## src/rtl/logic_analyzer_cmd_rx.sv

```systemverilog
// Host-command receiver: parses 0xA5-headed command frames from the UART and drives analyzer config/trigger.
// Define LA_CMD_CHECKSUM_EN for 5-byte frames with a trailing checksum; otherwise frames are 4 bytes.
module logic_analyzer_cmd_rx #(
  parameter int unsigned TIMEOUT_CYCLES = 1_000_000,
  parameter logic [15:0] DIV_CNT_RST    = 16'd49,
  parameter logic [11:0] DEPTH_RST      = 12'd1024
) (
  input  logic        clk,
  input  logic        rst_n,
  input  logic        uart_rx_done,
  input  logic [7:0]  uart_rx_data,
  output logic        trigger,
  output logic [1:0]  trigger_ch,
  output logic        edge_type,
  output logic        en0,
  output logic        en1,
  output logic        en2,
  output logic        en3,
  output logic [15:0] div_cnt,
  output logic [11:0] sample_depth,
  output logic        cmd_ok,
  output logic        cmd_err
);

  localparam int unsigned TMO_W = $clog2(TIMEOUT_CYCLES + 1);

  typedef enum logic [2:0] {
    ST_IDLE,
    ST_ADDR,
    ST_DHI,
    ST_DLO,
    ST_CSUM,
    ST_EXEC
  } state_t;

  state_t           r_state, w_state_nxt;
  logic [TMO_W-1:0] r_tmo_cnt, w_tmo_nxt;
  logic [7:0]       r_addr, r_dhi, r_dlo;
  logic             w_active, w_tmo_hit, w_tmo_expire;
  logic             w_csum_ok;
  logic [15:0]      w_data;

  logic             r_trigger, r_edge, r_ok, r_err;
  logic [1:0]       r_trig_ch;
  logic [3:0]       r_en;
  logic [15:0]      r_div;
  logic [11:0]      r_depth;

  logic             w_trigger, w_edge_nxt, w_ok, w_err;
  logic [1:0]       w_ch_nxt;
  logic [3:0]       w_en_nxt;
  logic [15:0]      w_div_nxt;
  logic [11:0]      w_depth_nxt;

  // The timeout only runs while a frame is partially received.
  assign w_active     = (r_state != ST_IDLE) && (r_state != ST_EXEC);
  assign w_tmo_hit    = (r_tmo_cnt == TMO_W'(TIMEOUT_CYCLES));
  assign w_tmo_expire = w_active && !uart_rx_done && w_tmo_hit;
  assign w_tmo_nxt    = (w_active && !uart_rx_done && !w_tmo_hit) ? r_tmo_cnt + 1'b1 : '0;
  assign w_data       = {r_dhi, r_dlo};

`ifdef LA_CMD_CHECKSUM_EN
  logic [7:0] r_csum;
  logic [7:0] w_sum;
  assign w_sum     = r_addr + r_dhi + r_dlo;
  assign w_csum_ok = (w_sum == r_csum);
`else
  assign w_csum_ok = 1'b1;
`endif

  // NOTE: every combinational output gets a default first so no path leaves it unassigned (no latches).
  always_comb begin
    w_state_nxt = r_state;
    unique case (r_state)
      ST_IDLE: if (uart_rx_done && uart_rx_data == 8'hA5) w_state_nxt = ST_ADDR;
      ST_ADDR: if (uart_rx_done) w_state_nxt = ST_DHI;
      ST_DHI:  if (uart_rx_done) w_state_nxt = ST_DLO;
`ifdef LA_CMD_CHECKSUM_EN
      ST_DLO:  if (uart_rx_done) w_state_nxt = ST_CSUM;
      ST_CSUM: if (uart_rx_done) w_state_nxt = ST_EXEC;
`else
      ST_DLO:  if (uart_rx_done) w_state_nxt = ST_EXEC;
`endif
      ST_EXEC: w_state_nxt = ST_IDLE;
      default: w_state_nxt = ST_IDLE;
    endcase
    if (w_tmo_expire) w_state_nxt = ST_IDLE;
  end

  // NOTE: sequential state uses non-blocking assignments so every flop samples pre-edge values.
  always_ff @(posedge clk or negedge rst_n) begin
    if (!rst_n) begin
      r_state   <= ST_IDLE;
      r_tmo_cnt <= '0;
    end else begin
      r_state   <= w_state_nxt;
      r_tmo_cnt <= w_tmo_nxt;
    end
  end

  // NOTE: payload bytes are reset too; cheap here and keeps the frame buffer free of X after reset.
  always_ff @(posedge clk or negedge rst_n) begin
    if (!rst_n) begin
      r_addr <= '0;
      r_dhi  <= '0;
      r_dlo  <= '0;
`ifdef LA_CMD_CHECKSUM_EN
      r_csum <= '0;
`endif
    end else if (uart_rx_done) begin
      case (r_state)
        ST_ADDR: r_addr <= uart_rx_data;
        ST_DHI:  r_dhi  <= uart_rx_data;
        ST_DLO:  r_dlo  <= uart_rx_data;
`ifdef LA_CMD_CHECKSUM_EN
        ST_CSUM: r_csum <= uart_rx_data;
`endif
        default: ;
      endcase
    end
  end

  // Command execution: decided during EXEC, visible one edge later.
  always_comb begin
    w_ok        = 1'b0;
    w_err       = 1'b0;
    w_trigger   = 1'b0;
    w_en_nxt    = r_en;
    w_ch_nxt    = r_trig_ch;
    w_edge_nxt  = r_edge;
    w_div_nxt   = r_div;
    w_depth_nxt = r_depth;
    if (r_state == ST_EXEC) begin
      if (!w_csum_ok) begin
        w_err = 1'b1;
      end else begin
        case (r_addr)
          8'h01: begin
            w_en_nxt = w_data[3:0];
            w_ok     = 1'b1;
          end
          8'h02: begin
            w_ch_nxt   = w_data[1:0];
            w_edge_nxt = w_data[2];
            w_ok       = 1'b1;
          end
          8'h03: begin
            w_div_nxt = w_data;
            w_ok      = 1'b1;
          end
          8'h04: begin
            if (w_data[15:12] == 4'd0 && w_data[11:0] != 12'd0) begin
              w_depth_nxt = w_data[11:0];
              w_ok        = 1'b1;
            end else begin
              w_err = 1'b1;
            end
          end
          8'h05: begin
            w_trigger = 1'b1;
            w_ok      = 1'b1;
          end
          default: w_err = 1'b1;
        endcase
      end
    end else if (w_tmo_expire) begin
      w_err = 1'b1;
    end
  end

  always_ff @(posedge clk or negedge rst_n) begin
    if (!rst_n) begin
      r_trigger <= 1'b0;
      r_ok      <= 1'b0;
      r_err     <= 1'b0;
      r_trig_ch <= 2'd0;
      r_edge    <= 1'b1;
      r_en      <= 4'hF;
      r_div     <= DIV_CNT_RST;
      r_depth   <= DEPTH_RST;
    end else begin
      r_trigger <= w_trigger;
      r_ok      <= w_ok;
      r_err     <= w_err;
      r_trig_ch <= w_ch_nxt;
      r_edge    <= w_edge_nxt;
      r_en      <= w_en_nxt;
      r_div     <= w_div_nxt;
      r_depth   <= w_depth_nxt;
    end
  end

  assign trigger      = r_trigger;
  assign cmd_ok       = r_ok;
  assign cmd_err      = r_err;
  assign trigger_ch   = r_trig_ch;
  assign edge_type    = r_edge;
  assign {en3, en2, en1, en0} = r_en;
  assign div_cnt      = r_div;
  assign sample_depth = r_depth;

endmodule

```

## config.mk

```make
export PLATFORM = sky130hd
export DESIGN_NAME = logic_analyzer_cmd_rx
export DESIGN_NICKNAME = d
export VERILOG_FILES = /design/src/rtl/logic_analyzer_cmd_rx.sv
export SDC_FILE = /design/constraint.sdc
export NUM_CORES = 1
export LEC_CHECK = 0
export BUFFER_PORTS_ARGS = -buffer_cell sky130_fd_sc_hd__buf_2
export CAP_MARGIN = 20
export CORE_MARGIN = 2
export CORE_UTILIZATION = 50
export CTS_CLUSTER_SIZE = 20
export DETAILED_ROUTE_END_ITERATION = 12
export PLACE_DENSITY = 0.8
export RECOVER_POWER = 100
export SLEW_MARGIN = 20
export SYNTH_ARGS = -nofsm -noshare
export SYNTH_HDL_FRONTEND = slang
export SYNTH_SLANG_ARGS = --single-unit
```

## constraint.sdc

```tcl
create_clock -name clk -period 6.3 [get_ports clk]
set_input_delay 0.63 -clock clk [delete_from_list [all_inputs] [get_ports clk]]
set_output_delay 0.63 -clock clk [all_outputs]
set_load 0.01 [all_outputs]
```

==> run summary, run 1 <==
- unrepaired setup endpoints after global routing: false
- combined area of the multi-input logic cells: 0.00138 mm²
- required time of the critical path: 6.53 ns
- Vias: 2,297
- average wire per standard cell: 16.0 µm
- wire length of the first global-routing pass: 11,200 µm
- number of remaining DRC errors: 0
- router iterations before antenna repair: 4
- switching portion of total power: 0.304
- Mapped Area: 0.00367 mm²
- count of distinct cell types in the synthesized netlist: 42
- total of flip-flops plus latches after synthesis: 85
- final hold violation count: 0
- overall routing resource usage: 0.187
- total detailed-routing wirelength: 6880 µm
- source-to-sink clock delay at the later pin of the worst-skew pair: 0.36 ns
- CP max-delay cell: nand4b_1
- mean instance size in the synthesized netlist: 13.3 µm²
- effective utilization at floorplan: 0.511
- estimated wirelength of the detail-placed design: 4800 µm
- number of buffers inserted during clock tree synthesis: 9
- CP cell instances: or4_1 > nor3_1 > nand4b_1 > mux2_1
- Post-layout nets: 339
- CP Data Arrival Time: 3.41 ns
- number of pins with negative max-slew slack in the final report: 9
- die footprint: 0.00804 mm²
- hold-fix buffer count after cts: 0
- highest achievable clock rate: 315 MHz
- height of the die: 89.7 µm
- Longest Clk Path Bufs: 2
- share of the core filled with cells in the final layout: 0.568
- slew of the pin with the lowest slew margin: 1.74 ns
- number of antenna violations at the first check in global routing: 0
- clock-pin slew reported for the worst setup and hold paths after clock tree synthesis: 0.09 ns
- number of routed nets with antenna violations: 0
- syn_nets: 289
- dominant cells by area after synthesis: dfrtp_1 52%, mux2_2 14%, dfstp_2 6.4%
- share of Yosys cell area claimed by the top area cell type: 0.518
- worst clock skew on the final layout: 0.0129 ns
- Filler Cells Inserted: 622
- Chip Width: 89.7 µm
- worst slew margin relative to its limit: -0.179
- leakage power summed over all cells: 1.83 nW
- flip-flop and latch area: 0.00214 mm²
- I/O pin count: 49
- number of input and output port buffers inserted: 48
- Min-Delay Path Class: input pin to async pin
- result of the run: complete, but fails checks
- fraction of layout cells with a size suffix above 1: 0.251
- Psw: 0.419 mW
- Post-Route Setup TNS: 0 ns
- proportion of power drawn by flip-flops and latches: 0.551
- power density cells: 338 mW/mm²
- residual overflow from global routing: 0
- worst stage delay on the critical path: 0.91 ns
- cell count after synthesis: 276
- Critical Path End Type: flop
- crit start category: flop
- cell type with the largest total area after synthesis: dfrtp_1
- warnings from Yosys: 0
- failing checks: max-capacitance violations, max-slew violations
- setup bufs post-CTS: 0
- Clock Sinks: 85
- Comb pwr share: 0.163
- synthesis-to-layout area growth: 11.1%
- max-cap check violation count: 1
- Resized Gates After CTS: 0
- clock root cell: clkbuf_8
- maximum number of pins on one net before global-route repair: 86
- internal power component: 0.958 mW
- critical path fanouts, max: 16
- post-layout min period: 3.17 ns
- antenna diode count: 0
- Clock Power Share: 0.286
- final cell area excluding filler cells: 0.00408 mm²
- # setup viols final: 0
- clock tree from TritonCTS: yes
- sequential-to-total area share from yosys stat: 0.583
- number of H-tree branching levels: 3
- category of the most critical setup path: flop to flop
- starting DRC count in detailed routing: 96
- final weighted congestion of routability-driven global placement: 0.791
- placeable core region: 0.00718 mm²
- final clock period utilization by the worst path: 0.504
- Peak supply drop: 0.181 mV
- Site Rows: 31
- average via count per standard cell: 5.34
- instance area after placement: 0.00399 mm²
- number of global-route vias before repair: 2,325
## kinds of logic (layout without fill, tap and decap cells)
kind of cell / count (synthesis) / count (layout) / synth area share
buffers and inverters: 17 / 72 / 0.0215
AO/OA/AOI/OAI: 20 / 20 / 0.0324
AND/OR/NAND/NOR: 81 / 81 / 0.138
XOR/XNOR: 14 / 14 / 0.0334
multiplexers: 57 / 57 / 0.185
adder cells (fa/ha/maj): 2 / 2 / 0.00682
flip-flops: 85 / 85 / 0.583
## cell usage after synthesis (all sizes together)
| library cell | instances |
|---|---|
| nor4 | 3 |
| dfstp | 9 |
| nor2b | 1 |
| nand4 | 5 |
| nor3 | 5 |
| nor2 | 20 |
| xnor2 | 5 |
| o21ai | 7 |
| or4bb | 1 |
| and4 | 2 |
| o21bai | 1 |
| mux2 | 57 |
| clkbuf | 7 |
| nor4bb | 1 |
| xor2 | 9 |
| or4 | 5 |
| nand4b | 3 |
| a21oi | 7 |
| inv | 8 |
| buf | 2 |
| and3 | 6 |
| nand2 | 5 |
| or3 | 6 |
| nor3b | 2 |
| o31ai | 1 |
| a31o | 1 |
| dfrtp | 76 |
| ha | 2 |
| nand2b | 1 |
| a21bo | 1 |
| nor4b | 1 |
| and4bb | 1 |
| a2111oi | 1 |
| nand3 | 12 |
| a31oi | 1 |
| nand3b | 1 |
## area by class of cell
type / count / area share
multi-input combinational: 174 / 0.337
timing repair buffer: 48 / 0.0497
tap: 99 / 0.0304
clock inverter: 7 / 0.0200
sequential: 85 / 0.525
clock buffer: 9 / 0.0304
inverter: 8 / 0.00737
## path summary, 6_finish.rpt
kind | startpoint | end | slack (ns) | cells past startpoint
min in group clk | div_cnt[6] | div_cnt[6] | 0.51 | 1
worst max-delay path | r_addr[5] | div_cnt[15] | 3.13 | 4
max in group asynchronous | rst_n | div_cnt[12] | 5.49 | 1
worst max register to register | r_addr[5] | div_cnt[15] | 3.13 | 4
worst min register to register | div_cnt[6] | div_cnt[6] | 0.51 | 1
worst min-delay path | rst_n | div_cnt[1] | 0.29 | 1
## cells in the final DEF (no fill, tap or decap), types with 6 or more instances in the layout
master    synthesis  layout
nand3_1          12      12
mux2_2           47      46
o21ai_0           7       7
xor2_1            9       9
clkbuf_8          0       9
nor2_1           20      20
dfrtp_1          76      76
or3_1             6       6
and3_1            5       6
a21oi_1           7       7
clkbuf_1          7      35
buf_2             0      12
dfstp_2           9       6
mux2_1            0      10
inv_1             8       8
## state kept, by name, summed over array words and instances, names as in the netlist, 3 cells and up
name and cells:
div_cnt 16, sample_depth 12, r_addr 8, r_en 4, r_dhi 8, r_tmo_cnt 20
r_dlo 8, r_state 3
## power by group through the flow
stage / Sequential, mW / Clock (mW) / Combinational, mW
detailed placement: 0.777 / 0 / 0.238
floorplan: 0.732 / 0 / 0.195
global placement: 0.770 / 0 / 0.232
finish: 0.759 / 0.394 / 0.225
CTS: 0.766 / 0.403 / 0.239
global route: 0.776 / 0.426 / 0.248
## worst max-delay path: cells and delay by family, from the launching register on
kind | cells | cell delay [ns]
DFF | 1 | 0.38
muxes | 1 | 0.63
and+or+nand+nor | 3 | 2.04
## layer usage
layer / part of all wire / routed length [µm] / GRT usage
met4: 0.015 / 102 / 0.0611
met1: 0.45 / 3120 / 0.247
met5: 0 / 0 / 0
met2: 0.48 / 3330 / 0.299
met3: 0.049 / 335 / 0.0539
## through the flow
step / hold slack [ns] / instances / power [mW] / setup slack [ns]
5_1_grt: 0.365 / 430 / 1.45 / 2.89
3_5_place_dp: 0.495 / 414 / 1.02 / 4.03
4_1_cts: 0.477 / 430 / 1.41 / 4.00
3_3_place_gp: 0.486 / 414 / 1.00 / 4.14
6_report: 0.294 / 430 / 1.38 / 3.13
2_1_floorplan: 0.334 / 276 / 0.927 / 4.24
Note: power is estimated with default switching activity, not from simulation.
==> run 2, diff against run 1 <==
- clock period: 6.3 -> 3.3 ns (I/O delays scaled with it)
==> run 2 against run 1 <==
Effect of this change:
- the run still ends with max-capacitance violations, max-slew violations left
- die area unchanged
- via count is 0.35% higher
- clock skew about the same
- global-route usage decreased by 0.31 points
- critical path type unchanged
- critical endpoint is now r_dhi[0]
==> run summary, run 2 (same netlist as run 1, synthesis figures left out) <==
- result of the run: complete, but fails checks
- failing checks: max-capacitance violations, max-slew violations
- final hold violation count: 0, unchanged
- critical path fanouts, max: 8, -8
- Min-Delay Path Class: input pin to flop
- maximum number of pins on one net before global-route repair: 86, unchanged
- estimated wirelength of the detail-placed design: 4790 µm, -0.17%
- Post-layout nets: 339, unchanged
- number of input and output port buffers inserted: 48, unchanged
- register name with the most flops: r_tmo_cnt
- clock root cell: clkbuf_8
- starting DRC count in detailed routing: 101, +5.2%
- leakage power summed over all cells: 1.85 nW, +1.1%
- Post-Route Setup TNS: 0 ns, unchanged
- number of buffers inserted during clock tree synthesis: 9, unchanged
- # setup viols final: 0, unchanged
- post-layout min period: 2.52 ns, -0.655 ns
- placeable core region: 0.00718 mm², unchanged
- number of flip-flops in the largest register: 20, unchanged
- highest achievable clock rate: 397 MHz, +26%
- Clock Sinks: 85, unchanged
- height of the die: 89.7 µm, unchanged
- source-to-sink clock delay at the later pin of the worst-skew pair: 0.36 ns, about the same
- die footprint: 0.00804 mm², unchanged
- required time of the critical path: 3.54 ns, -2.99 ns
- Longest Clk Path Bufs: 2, unchanged
- instance area after placement: 0.00399 mm², unchanged
- number of routed nets with antenna violations: 0, unchanged
- Chip Width: 89.7 µm, unchanged
- effective utilization at floorplan: 0.511, unchanged
- Design Power: 2.62 mW, +90%
- crit start category: flop
- number of placed instances with taps included: 414, unchanged
- power density cells: 641 mW/mm², +90%
- worst clock skew on the final layout: 0.0124 ns, -0.000478 ns
- number of antenna violations at the first check in global routing: 0, unchanged
- Vias: 2,305, +0.35%
- number of cells on the worst hold path: 2
- final cell area excluding filler cells: 0.00409 mm², +0.31%
- number of global-route vias before repair: 2,318, -0.30%
- most heavily used metal layer in global routing: met2
- share of the core filled with cells in the final layout: 0.570, +0.00174
- Peak supply drop: 0.262 mV, +45%
- router iterations before antenna repair: 4, unchanged
- synthesis-to-layout area growth: 11.4%
- final weighted congestion of routability-driven global placement: 0.795, +0.52%
- setup bufs post-CTS: 0, unchanged
- CP Data Arrival Time: 2.76 ns, -0.65 ns
- met1 GRT Util: 0.244, -0.00373
- met2 layer usage reported by global route: 0.291, -0.00869
- fraction of layout cells with a size suffix above 1: 0.257, +0.00604
- wire length of the first global-routing pass: 11,100 µm, -1.1%
- residual overflow from global routing: 0, unchanged
- number of H-tree branching levels: 3, unchanged
- total detailed-routing wirelength: 6770 µm, -1.7%
- I/O pin count: 49, unchanged
- clock-pin slew reported for the worst setup and hold paths after clock tree synthesis: 0.09 ns, about the same
- slew of the pin with the lowest slew margin: 2.02 ns, +0.277 ns
- antenna diode count: 0, unchanged
- hold-fix buffer count after cts: 0, unchanged
- category of the most critical setup path: flop to flop
- overall routing resource usage: 0.184, -0.00309
- number of remaining DRC errors: 0, unchanged
- number of cells traversed by the worst register-to-register path: 2, -2
- Site Rows: 31, unchanged
- average wire per standard cell: 15.7 µm, -1.7%
- max-cap check violation count: 2, +1
- most frequent standard cell in the layout excluding fill and tap cells: dfrtp_1
- average via count per standard cell: 5.36, +0.35%
- Critical Path End Type: flop
- Resized Gates After CTS: 0, unchanged
- unrepaired setup endpoints after global routing: false
- worst slew margin relative to its limit: -0.348, -0.169
- number of pins with negative max-slew slack in the final report: 95, +86
- clock tree from TritonCTS: yes
- commonest cells after routing, fill and taps aside: 76 x dfrtp_1, 46 x mux2_2, 35 x clkbuf_1
- final clock period utilization by the worst path: 0.764, +0.260
- fraction of met3 tracks used by global routing: 0.0512, -0.00274
- post-layout instance count excluding filler cells: 430, unchanged
## run 2: changes by cell type in the layout (fill, tap and decap cells not counted), sizes merged
cell,previous run,this run
buf,13,12
bufinv,1,0
clkbuf,44,45
clkinv,3,1
clkinvlp,1,0
inv,10,14
## run 2: per-stage QoR
step                setup WS (ns)  hold slack (ns)
finish                      0.780            0.268
global route                0.681            0.254
CTS                          1.04            0.175
detailed placement           1.06            0.491
global placement             1.14            0.486
floorplan                    1.24           0.0344
## run 2: cell type report
type	instances	area, µm²
clock buffers	9	124
clock inverters	7	73.8
fillers	617	3090
inverters	8	30.0
multi-input cells	174	1400
flip-flops and latches	85	2140
well taps	99	124
repair buffers	48	196
## run 2: final timing paths
kind	to	from	slack, ns
worst max-delay path	r_dhi[0]	r_state[2]	0.78
worst min-delay path	r_addr[2]	uart_rx_data[2]	0.27
worst max register to register	r_dhi[0]	r_state[2]	0.78
worst min register to register	div_cnt[6]	div_cnt[6]	0.51
max in group asynchronous	r_addr[3]	rst_n	1.58
min in group asynchronous	sample_depth[1]	rst_n	0.53
## run 2: where the power goes
group / switching [mW] / internal [mW]
Combinational: 0.197 / 0.238
Clock: 0.424 / 0.301
Sequential: 0.223 / 1.24
Total: 0.845 / 1.77
## run 2: layer usage
layer  vias up  part of all wire
li1       1096                 -
met1      1156              0.46
met2        44              0.48
met3         9             0.043
met4         0             0.017
met5         -                 0
## run 2: critical path, cell delays in order, from the launching register on
cell	delay (ns)
dfrtp_1	0.46
nor4b_1	1.50
mux2_2	0.44
